$ cat src/rtl/cgia_shifter.sv
// cgia_shifter: serialises CGIA line-buffer words into a 1 bpp pixel stream, MSB first.
// Optional horizontal fine scroll (hscroll_i) when CGIA_SHIFTER_HSCROLL_EN is defined.
module cgia_shifter #(
    parameter int LB_AW = 6
) (
    input  logic             clk_i,
    input  logic             reset_i,
    input  logic             hsync_i,
    input  logic             vsync_i,
    input  logic             den_i,
    input  logic             hact_i,
    input  logic [8:0]       line_len_i,
`ifdef CGIA_SHIFTER_HSCROLL_EN
    input  logic [3:0]       hscroll_i,
`endif
    output logic             lb_bank_o,
    output logic [LB_AW-1:0] lb_adr_o,
    input  logic [15:0]      lb_dat_i,
    output logic             pixel_o,
    output logic             pen_o
);
    typedef enum logic [2:0] {IDLE, PRIME, READY, SHIFT, DONE} state_t;
    localparam logic [8:0] MAX_LEN = 9'(2 ** LB_AW);
    state_t      state;
    logic        hs_q, pend, hs_rise, hs_fall;
    logic [15:0] sr, nxt, cur;
    logic [3:0]  bitcnt, hide, scroll;
    logic [8:0]  wordcnt, nxt_wc, len;
    assign hs_rise = hsync_i & ~hs_q;
    assign hs_fall = ~hsync_i & hs_q;
    assign len     = (line_len_i > MAX_LEN) ? MAX_LEN : line_len_i;
    assign nxt_wc  = wordcnt + 9'd1;
    // bitcnt wraps to 0 once a word is fully shifted; the next pixel then comes from nxt
    assign cur     = (bitcnt == 4'd0) ? nxt : sr;
`ifdef CGIA_SHIFTER_HSCROLL_EN
    assign scroll  = hscroll_i;
`else
    assign scroll  = 4'd0;
`endif
    always_ff @(posedge clk_i) begin
        if (!reset_i) begin
            state     <= IDLE;
            hs_q      <= 1'b0;
            pend      <= 1'b0;
            sr        <= '0;
            nxt       <= '0;
            bitcnt    <= '0;
            hide      <= '0;
            wordcnt   <= '0;
            lb_bank_o <= 1'b0;
            lb_adr_o  <= '0;
            pixel_o   <= 1'b0;
            pen_o     <= 1'b0;
        end else begin
            hs_q    <= hsync_i;
            pend    <= 1'b0;
            pixel_o <= 1'b0;
            pen_o   <= 1'b0;
            if (pend) nxt <= lb_dat_i;
            if (vsync_i) begin
                state     <= IDLE;
                lb_bank_o <= 1'b0;
            end else begin
                if (hs_rise && den_i) lb_bank_o <= ~lb_bank_o;
                case (state)
                    IDLE: if (hs_fall && den_i && len != 9'd0) begin
                        lb_adr_o <= '0;
                        state    <= PRIME;
                    end
                    PRIME: begin
                        nxt   <= lb_dat_i;
                        state <= hs_rise ? IDLE : READY;
                    end
                    READY: if (hs_rise) state <= IDLE;
                    else if (hact_i) begin
                        pixel_o <= nxt[15] & (scroll == 4'd0);
                        pen_o   <= (scroll == 4'd0);
                        hide    <= (scroll == 4'd0) ? 4'd0 : scroll - 4'd1;
                        sr      <= nxt << 1;
                        bitcnt  <= 4'd1;
                        wordcnt <= 9'd1;
                        if (len > 9'd1) begin
                            lb_adr_o <= LB_AW'(1);
                            pend     <= 1'b1;
                        end
                        state <= SHIFT;
                    end
                    SHIFT: if (!hact_i || (bitcnt == 4'd0 && wordcnt >= len)) state <= DONE;
                    else begin
                        pixel_o <= cur[15] & (hide == 4'd0);
                        pen_o   <= (hide == 4'd0);
                        hide    <= (hide == 4'd0) ? 4'd0 : hide - 4'd1;
                        sr      <= cur << 1;
                        bitcnt  <= bitcnt + 4'd1;
                        if (bitcnt == 4'd0) begin
                            wordcnt <= nxt_wc;
                            if (nxt_wc < len) begin
                                lb_adr_o <= LB_AW'(nxt_wc);
                                pend     <= 1'b1;
                            end
                        end
                    end
                    DONE: if (hs_rise) state <= IDLE;
                    default: state <= IDLE;
                endcase
            end
        end
    end
endmodule

$ cat config.mk
export PLATFORM = sky130hd
export DESIGN_NAME = cgia_shifter
export DESIGN_NICKNAME = d
export VERILOG_FILES = /design/src/rtl/cgia_shifter.sv
export SDC_FILE = /design/constraint.sdc
export NUM_CORES = 1
export LEC_CHECK = 0
export CAP_MARGIN = 25
export CORE_MARGIN = 2
export CORE_UTILIZATION = 30
export DETAILED_ROUTE_END_ITERATION = 10
export GPL_ROUTABILITY_DRIVEN = 0
export MAX_ROUTING_LAYER = met4
export PLACE_DENSITY_LB_ADDON = 0.3
export SLEW_MARGIN = 40
export SYNTH_ARGS = -nofsm -noshare
export SYNTH_HDL_FRONTEND = slang
export SYNTH_SLANG_ARGS = --single-unit
$ cat constraint.sdc
create_clock -name clk_i -period 5.26 [get_ports clk_i]
set_input_delay 1.315 -clock clk_i [delete_from_list [all_inputs] [get_ports clk_i]]
set_output_delay 1.315 -clock clk_i [all_outputs]
set_load 0.02 [all_outputs]
Yosys cells after proc, flatten, opt, wreduce, memory -nomap -nowiden
Cells that the tools add are included.

$add $sub $neg: 3. $lt $le $gt $ge: 4. Equality and inequality tests: 14. Multiplexer cells: 53. Bitwise logic cells: 8. Reduce and logical (&&, ||, !) cells: 17.

Operators by type and width (number): two-way mux 16 bit (7); two-way mux 9 bit (5); two-way mux 6 bit (7); one-hot mux 16 bit (2 select lines) (1); two-way mux 4 bit (7); inequality test 2 bit, second input constant (9); one-hot mux 6 bit (3 select lines) (1); one-hot mux 9 bit (2 select lines) (1); one-hot mux 4 bit (2 select lines) (2); two-way mux 3 bit (5); one-hot mux 3 bit (5 select lines) (1); two-way mux 1 bit (12); adder 9 x 1 -> 9 bit, second input constant (1); >= comparator 9 bit (1); > comparator 9 x 1 -> 1 bit, second input constant (1); > comparator 9 x 7 -> 1 bit, second input constant (1); < comparator 9 bit (1); AND reduction 9 bit (1); nonzero test 9 bit (1); logical NOT 4 bit (2); equality test 3 x 2 -> 1 bit, second input constant (2); one-hot mux 1 bit (2 select lines) (3); AND reduction 6 bit (1); NOT 1 bit (5); 16 further kinds (21).

Register bits after elaboration: 63. Input port bits: 31. Output and inout bits: 9. Logic and storage cells: 111.

Depth between registers and ports, before layout
Gate-level depths: netlist of the first run.

Word-level depth: 7. Gate-level depth with buffers: 12. Gate-level depth less buffers: 11.

Worst setup path before layout of the first run
OpenSTA, ideal clock, no wires.

Kind: input to register. Start point: input line_len_i[8]. End point: register lb_adr_o[0]. Library setup time: 0.072 ns. Arrival: 3.646 ns. Data required time: 5.188 ns. Path slack: 1.542 ns. Stages: 10. Cells stage by stage: or3_1 inv_1 nand2_1 ha_1 a21oi_1 o21ai_0 a311o_1 and2_4 a221oi_4 mux2i_1.

Word-level cells in the longest chain between the ends: 7. Elaborated cells between the ends (all ways): 14. Classes of those cells: 4 x order compare; 4 x eq/ne; 1 x mux; 5 x reduce/logical.

RTL lines: start, declared (line 12) `input logic [8:0] line_len_i,`; > comparator 9 x 7 -> 1 bit (line 31) `assign len = (line_len_i > MAX_LEN) ? MAX_LEN : line_len_i;`; two-way mux 9 bit * (line 31); >= comparator 9 bit (line 88) `SHIFT: if (!hact_i || (bitcnt == 4'd0 && wordcnt >= len)) state <= DONE;`; logical AND 1 bit (line 88); logical OR 1 bit (line 88); inequality test 2 bit (no source line); AND reduction 9 bit (no source line) *; end signal, assigned (line 98) `lb_adr_o <= LB_AW'(nxt_wc);`; end, declared (line 17) `output logic [LB_AW-1:0] lb_adr_o,`.

Mark *: on every way between the ends. The rest lies on a longest branch, timed or not. A chain may end at the register's enable or synchronous reset.

Worst setup path in the final report of the first run
Start point: input line_len_i[8]. End point: register wordcnt[3].

Word-level cells in the longest chain between the ends: 7.

RTL lines: > comparator 9 x 7 -> 1 bit (line 31); two-way mux 9 bit * (line 31); >= comparator 9 bit * (line 88); logical AND 1 bit * (line 88); logical OR 1 bit * (line 88); inequality test 2 bit (no source line) *; AND reduction 6 bit (no source line) *; end signal, assigned (line 96) `wordcnt <= nxt_wc;`; end, declared (line 28) `logic [8:0] wordcnt, nxt_wc, len;`.

Marks and branches as above.

==> reports/qor.csv, run 1 <==
metric,value,unit
status,completed,
Initial DRC Count,65,
# fillers,1174,
CTS Buf Count,9,
row count,39,
register area share after synthesis,0.357,
area share of and/or/nand/nor cells after synthesis,0.198,
met2 Track Usage GR,0.208,
number of flops mapped to enable cells by yosys,0,
DRT Wirelength,7740,um
Compound-Gate Fraction of Synth Area,0.194,
CP max FO,37,
die extent in y,112,um
Pleak,1.93,nW
xor/xnor share of the synthesized area,0.0252,
vias in the first global route,2755,
Mapped Area,3480,um^2
DP Area,3980,um^2
Die Wd,112,um
synth warn,0,
Sink Count,62,
DR vias,2773,
"Period Utilization, post-route",0.782,
Post-Syn Instances,372,
Total GRT Usage,0.134,
CTS Hold Bufs,0,
initial antenna violation count,0,
final hold vios,0,
"most common cell after layout, fill and taps aside",dfxtp_1,
GR met3 Demand/Resource,0.0343,
mux share of post-synthesis cell area,0.101,
Fmax,243,MHz
"area leader, netlist",dfxtp_1,
DR pass1 iterations,4,
share of layout cells above drive strength 1,0.0892,
Final Max Slew Viols,0,
Critical Path RT,5.46,ns
RSZ-0062 raised after global routing,false,
Rel. slew slack,0.544,
core outline area,11400,um^2
"top cells by area, synth","dfxtp_1 36%, mux2i_1 9.8%, ha_1 8.3%, nand2_1 5.5%, o211a_1 4.6%",
"commonest non-fill, non-tap cells in the layout","62 x dfxtp_1, 51 x nand2_1, 39 x clkdlybuf4s50_1, 34 x mux2i_1, 23 x ha_1",
grt total ovfl,0,
Post-Synth Adder-Cell Area,0.0827,
met1 Use GR,0.174,
Max Cap Viol,0,
fin nets,464,
Synth top area share,0.357,
largest net degree at the start of global routing,45,
min Tclk post-route,4.11,ns
"antenna viol nets, final",0,
DIE AREA,12500,um^2
Post CTS Setup Buffer Count,0,
WP data arrival,4.31,ns
critical path type,in -> reg,
"Design Area, Final",4280,um^2
area grow syn2layout,22.9,%
TNS Setup,0,ns
first-pass GRT wire length,13300,um
skew final,0.00624,ns
# DRC,0,
CTS tree,built,
Diodes inserted,0,
worst slew pin tran,0.682,ns
Hold Path Class,reg -> reg,
Worst-Skew Late Latency,0.32,ns
crit start category,input port,
ys flop type,dfxtp_1,
most utilized layer in the global route result,met2,
detailed placement HPWL,5760,um
"FF+latch count, synth",62,
Ports,40,
Netlist cell types,62,
Starting Density,0.306,
drt wl/cell,13.9,um
H-tree Lvls,3,
main combinational cell family by area after synthesis,simple AND/OR/NAND/NOR gates,
CP endpoint kind,flop,
syn avg cell area,9.36,um^2
Avg Vias per Cell,4.97,
final setup vio count,0,
asr flop ratio synth,0,
Clock transition at path regs,0.05,ns
Worst VDD drop,0.153,mV
port bufs,39,
P per Cell Area,261,nW/um^2
Tot Pwr,1.12,mW
root buffer cell,clkbuf_16,
clock buffer depth,2,
post_cts resized,0,
-- cells in the mapped netlist, types with 2 or more instances --
cell       instances
xor2_1             6
clkbuf_1           8
nand2b_1           5
xnor2_1            4
nand3_1           10
o21ai_0            7
nand2_1           51
nor2b_1           19
buf_4              3
and3_1             4
and2_1             3
mux2i_1           34
nor2_1            15
nor3_1             3
buf_6              4
nand3b_1           2
a21o_1             2
or3_1              5
o21a_1             2
ha_1              23
a211oi_1           3
o2bb2ai_1          6
a21boi_0           2
nor4_1             2
inv_1              9
o211ai_1           3
nor2_2             2
dfxtp_1           62
or4_1              2
o211a_1           16
a21oi_1           17
o22ai_1            6
nand4_1            3
-- area by class of cell --
class / instances / area [um^2] / area share
clock inverters: 6 / 61.3 / 0.0143
flip-flops and latches: 62 / 1240 / 0.290
repair buffers: 41 / 405 / 0.0947
inverters: 9 / 33.8 / 0.00789
well taps: 143 / 179 / 0.0418
multi-input cells: 287 / 2120 / 0.495
clock buffers: 10 / 239 / 0.0558
-- power breakdown --
group          total [mW]  internal [mW]  switching, mW
clock network       0.579          0.377          0.202
registers           0.473          0.472        0.00154
logic              0.0655         0.0348         0.0307
total                1.12          0.884          0.234
-- kinds of logic after synthesis --
group	count (synthesis)
and+or+nand+nor	134
AOI/OAI and AO/OA	81
DFF	62
muxes	35
buffers and inverters	26
adders and majority gates	23
xor gates and xnor gates	10
other	1
-- through the flow --
step | utilization | setup WS [ns] | hold slack [ns] | std cells
after CTS | 0.376 | 1.15 | 0.468 | 558
after floorplan | - | 1.54 | 0.440 | 375
after global routing | 0.376 | 0.895 | 0.491 | 558
after detailed placement | 0.350 | 0.826 | 0.460 | 542
after global placement | 0.349 | 0.885 | 0.455 | 542
final | 0.376 | 1.15 | 0.465 | 558
-- registers in the layout, summed over array words and instances, names as in the netlist --
register	flops
bitcnt	4
hide	4
hs_q	1
lb_adr_o	6
lb_bank_o	1
nxt	16
pen_o	1
pend	1
pixel_o	1
sr	15
state	3
wordcnt	9
-- critical path, cell delays in order --
cell and delay, ns:
clkdlybuf4s50_1 0.39, or3_1 0.40, inv_1 0.19, and2_1 0.20, ha_1 0.23, nor2b_1 0.12
o21ai_0 0.20, a311oi_4 0.44, o21a_1 0.18, buf_4 0.35, a21boi_4 0.13, o2bb2ai_1 0.15
-- worst paths after layout --
path	startpoint	endpoint	slack [ns]	cells past startpoint
worst min register to register	hide[0]	hide[0]	0.47	2
worst max-delay path	line_len_i[8]	wordcnt[3]	1.15	12
worst max register to register	wordcnt[0]	lb_adr_o[0]	1.81	10
worst min-delay path	hide[0]	hide[0]	0.47	2
-- layer usage --
metal	vias up	wire length, um
met5	-	0
met4	0	46
met3	2	341
met2	51	3570
met1	1296	3790
li1	1424	-
No activity file was read; power rests on OpenSTA's default activity.
==> inputs of run 2 (changes only) <==
clock period = 4.3 ns   (was 5.26 ns; I/O delays follow)
==> run 2 against run 1 <==
Compared with the run above: count of clock-buffer cells in the layout up 1; sequential power up 22%; power up 30%; core utilization up 0.85 points; flip-flop and latch count unchanged; worst setup slack worse by 0.65 ns; critical path depth unchanged; final area up 2.3%; final cell count up 1.6%; combinational power up 27%; first-iteration DRC count up 97%; clock skew up 0.0024 ns; critical endpoint is now sr[1]; largest cell class unchanged; highest routed layer unchanged.
==> reports/qor.csv, run 2 (synthesis gave the netlist of run 1 again) <==
metric,value,unit,change
status,completed,,
Sink Count,62,,unchanged
CP endpoint kind,flop,,
internal power,1.16,mW,+31%
CTS Hold Bufs,0,,unchanged
Worst-Skew Late Latency,0.33,ns,about the same
port bufs,39,,unchanged
crit path to,sr[1],,
Starting Density,0.306,,unchanged
Worst VDD drop,0.180,mV,+18%
Non-Filler Instances,567,,+1.6%
critical path type,in -> reg,,
Critical Path RT,4.55,ns,-0.91 ns
die extent in y,112,um,unchanged
final hold vios,0,,unchanged
Avg Vias per Cell,4.91,,-1.2%
TNS Setup,0,ns,unchanged
first-pass GRT wire length,13600,um,+1.6%
switching part of the total,0.205,,-0.00508
Fmax,263,MHz,
crit path buf inv count,3,,unchanged
Critical R2R Launch,wordcnt[0],,
worst slew pin tran,0.617,ns,-0.0652 ns
area grow syn2layout,25.7,%,
DP Area,4040,um^2,+1.6%
Final Max Slew Viols,0,,unchanged
P per Cell Area,333,nW/um^2,+28%
fin nets,473,,+1.9%
clock buffer depth,2,,unchanged
final setup vio count,0,,unchanged
RR Endpoint,lb_adr_o[0],,
share of layout cells above drive strength 1,0.108,,+0.0193
initial antenna violation count,0,,unchanged
RSZ-0062 raised after global routing,false,,
Diodes inserted,0,,unchanged
crit-path max cell delay,0.42,ns,-0.02 ns
hold depth,2,,unchanged
root buffer cell,clkbuf_16,,
Rel. slew slack,0.588,,+0.0436
"commonest non-fill, non-tap cells in the layout","62 x dfxtp_1, 51 x nand2_1, 39 x clkdlybuf4s50_1, 34 x mux2i_1, 23 x ha_1",,
worst path cell trace,"clkdlybuf4s50_1, or3_1, inv_1, nand2_1, ha_1, a21oi_1, o21ai_0, a311oi_4, o21a_1, buf_4, nand3_1, a21boi_0",,
Largest register FFs,16,,unchanged
Hold Path Class,reg -> reg,,
CTS Buf Count,9,,unchanged
r2r worst-path depth,10,,unchanged
Gate power share,0.057,,-0.002
skew final,0.00861,ns,+0.00236 ns
WP data arrival,4.05,ns,-0.26 ns
detailed placement HPWL,5850,um,+1.6%
vias in the first global route,2750,,-0.18%
post_cts resized,0,,unchanged
"most common cell after layout, fill and taps aside",dfxtp_1,,
CTS tree,built,,
total net switching power,298,uW,+27%
core outline area,11400,um^2,unchanged
Ports,40,,unchanged
"antenna viol nets, final",0,,unchanged
drt wl/cell,13.8,um,-0.24%
DIE AREA,12500,um^2,unchanged
CP max FO,17,,-54%
"Design Area, Final",4380,um^2,+2.3%
Initial DRC Count,128,,+97%
Pleak,1.99,nW,+2.8%
H-tree Lvls,3,,unchanged
Clock transition at path regs,0.05,ns,about the same
DR pass1 iterations,4,,unchanged
crit start category,input port,,
# DRC,0,,unchanged
"Period Utilization, post-route",0.884,,
biggest registers after layout,"nxt (16), sr (15), wordcnt (9)",,
Max Cap Viol,0,,unchanged
"Most flops, register",nxt,,
Total GRT Usage,0.137,,+0.00368
origin of the worst setup path,line_len_i[8],,
row count,39,,unchanged
# fillers,1193,,+1.6%
Clock Power Share,0.546,,+0.028
Worst path top cell family by delay,compound AO/OA/AOI/OAI gates,,
WP depth,12,,unchanged
Die Wd,112,um,unchanged
Seq pwr share,0.397,,-0.026
DRT Wirelength,7850,um,+1.4%
Cell Count Post-Placement,551,,+1.7%
DR vias,2783,,+0.36%
"slowest stage cell, crit path",a311oi_4,,
hold slack final,0.472,ns,+0.00711 ns
Worst R2R Setup Slack,1.14,ns,-0.67 ns
grt total ovfl,0,,unchanged
largest net degree at the start of global routing,54,,+20%
Post CTS Setup Buffer Count,0,,unchanged
min Tclk post-route,3.80,ns,
-- run 2: final cells by class --
| type | instances | area [um^2] | share of cell area |
|---|---|---|---|
| tap | 143 | 179 | 0.0409 |
| timing repair buffer | 50 | 473 | 0.108 |
| multi-input combinational | 287 | 2110 | 0.483 |
| sequential | 62 | 1240 | 0.284 |
| clock inverter | 5 | 81.3 | 0.0186 |
| clock buffer | 11 | 253 | 0.0578 |
| inverter | 9 | 33.8 | 0.00772 |
-- run 2: worst min path at each step --
stage	start	end	slack (ns)
detailed placement	sr[1]	sr[1]	0.47
floorplan	sr[1]	sr[1]	0.44
CTS	sr[1]	sr[1]	0.47
global route	sr[1]	sr[1]	0.48
finish	sr[1]	sr[1]	0.47
global placement	sr[1]	sr[1]	0.45
-- run 2: worst reg2reg max path: stages (launching register included) --
cell,delay [ns]
dfxtp_1,0.47
ha_1,0.29
and3_1,0.22
and3_1,0.25
xor2_1,0.16
ha_1,0.27
a2111o_1,0.42
o2111ai_1,0.24
mux2i_1,0.16
a221oi_4,0.42
mux2i_1,0.22
-- run 2: metal layers --
layer,vias up,share of wire,track usage
li1,1439,-,-
met1,1293,0.49,0.177
met2,46,0.46,0.215
met3,5,0.040,0.0359
met4,0,0.0093,0.0370
met5,-,0,-
-- run 2: per-stage QoR --
step	setup slack (ns)	power (mW)	util
2_1_floorplan	0.822	0.632	-
3_3_place_gp	0.226	0.673	0.355
3_5_place_dp	0.163	0.674	0.355
4_1_cts	0.499	1.48	0.385
5_1_grt	0.300	1.51	0.385
6_report	0.498	1.46	0.385
-- run 2: power groups by stage --
stage / Clock (mW) / Sequential [mW] / Combinational [mW]
floorplan: 0 / 0.590 / 0.0412
global placement: 0 / 0.590 / 0.0829
global route: 0.837 / 0.578 / 0.0911
finish: 0.796 / 0.578 / 0.0834
CTS: 0.817 / 0.578 / 0.0842
detailed placement: 0 / 0.590 / 0.0837
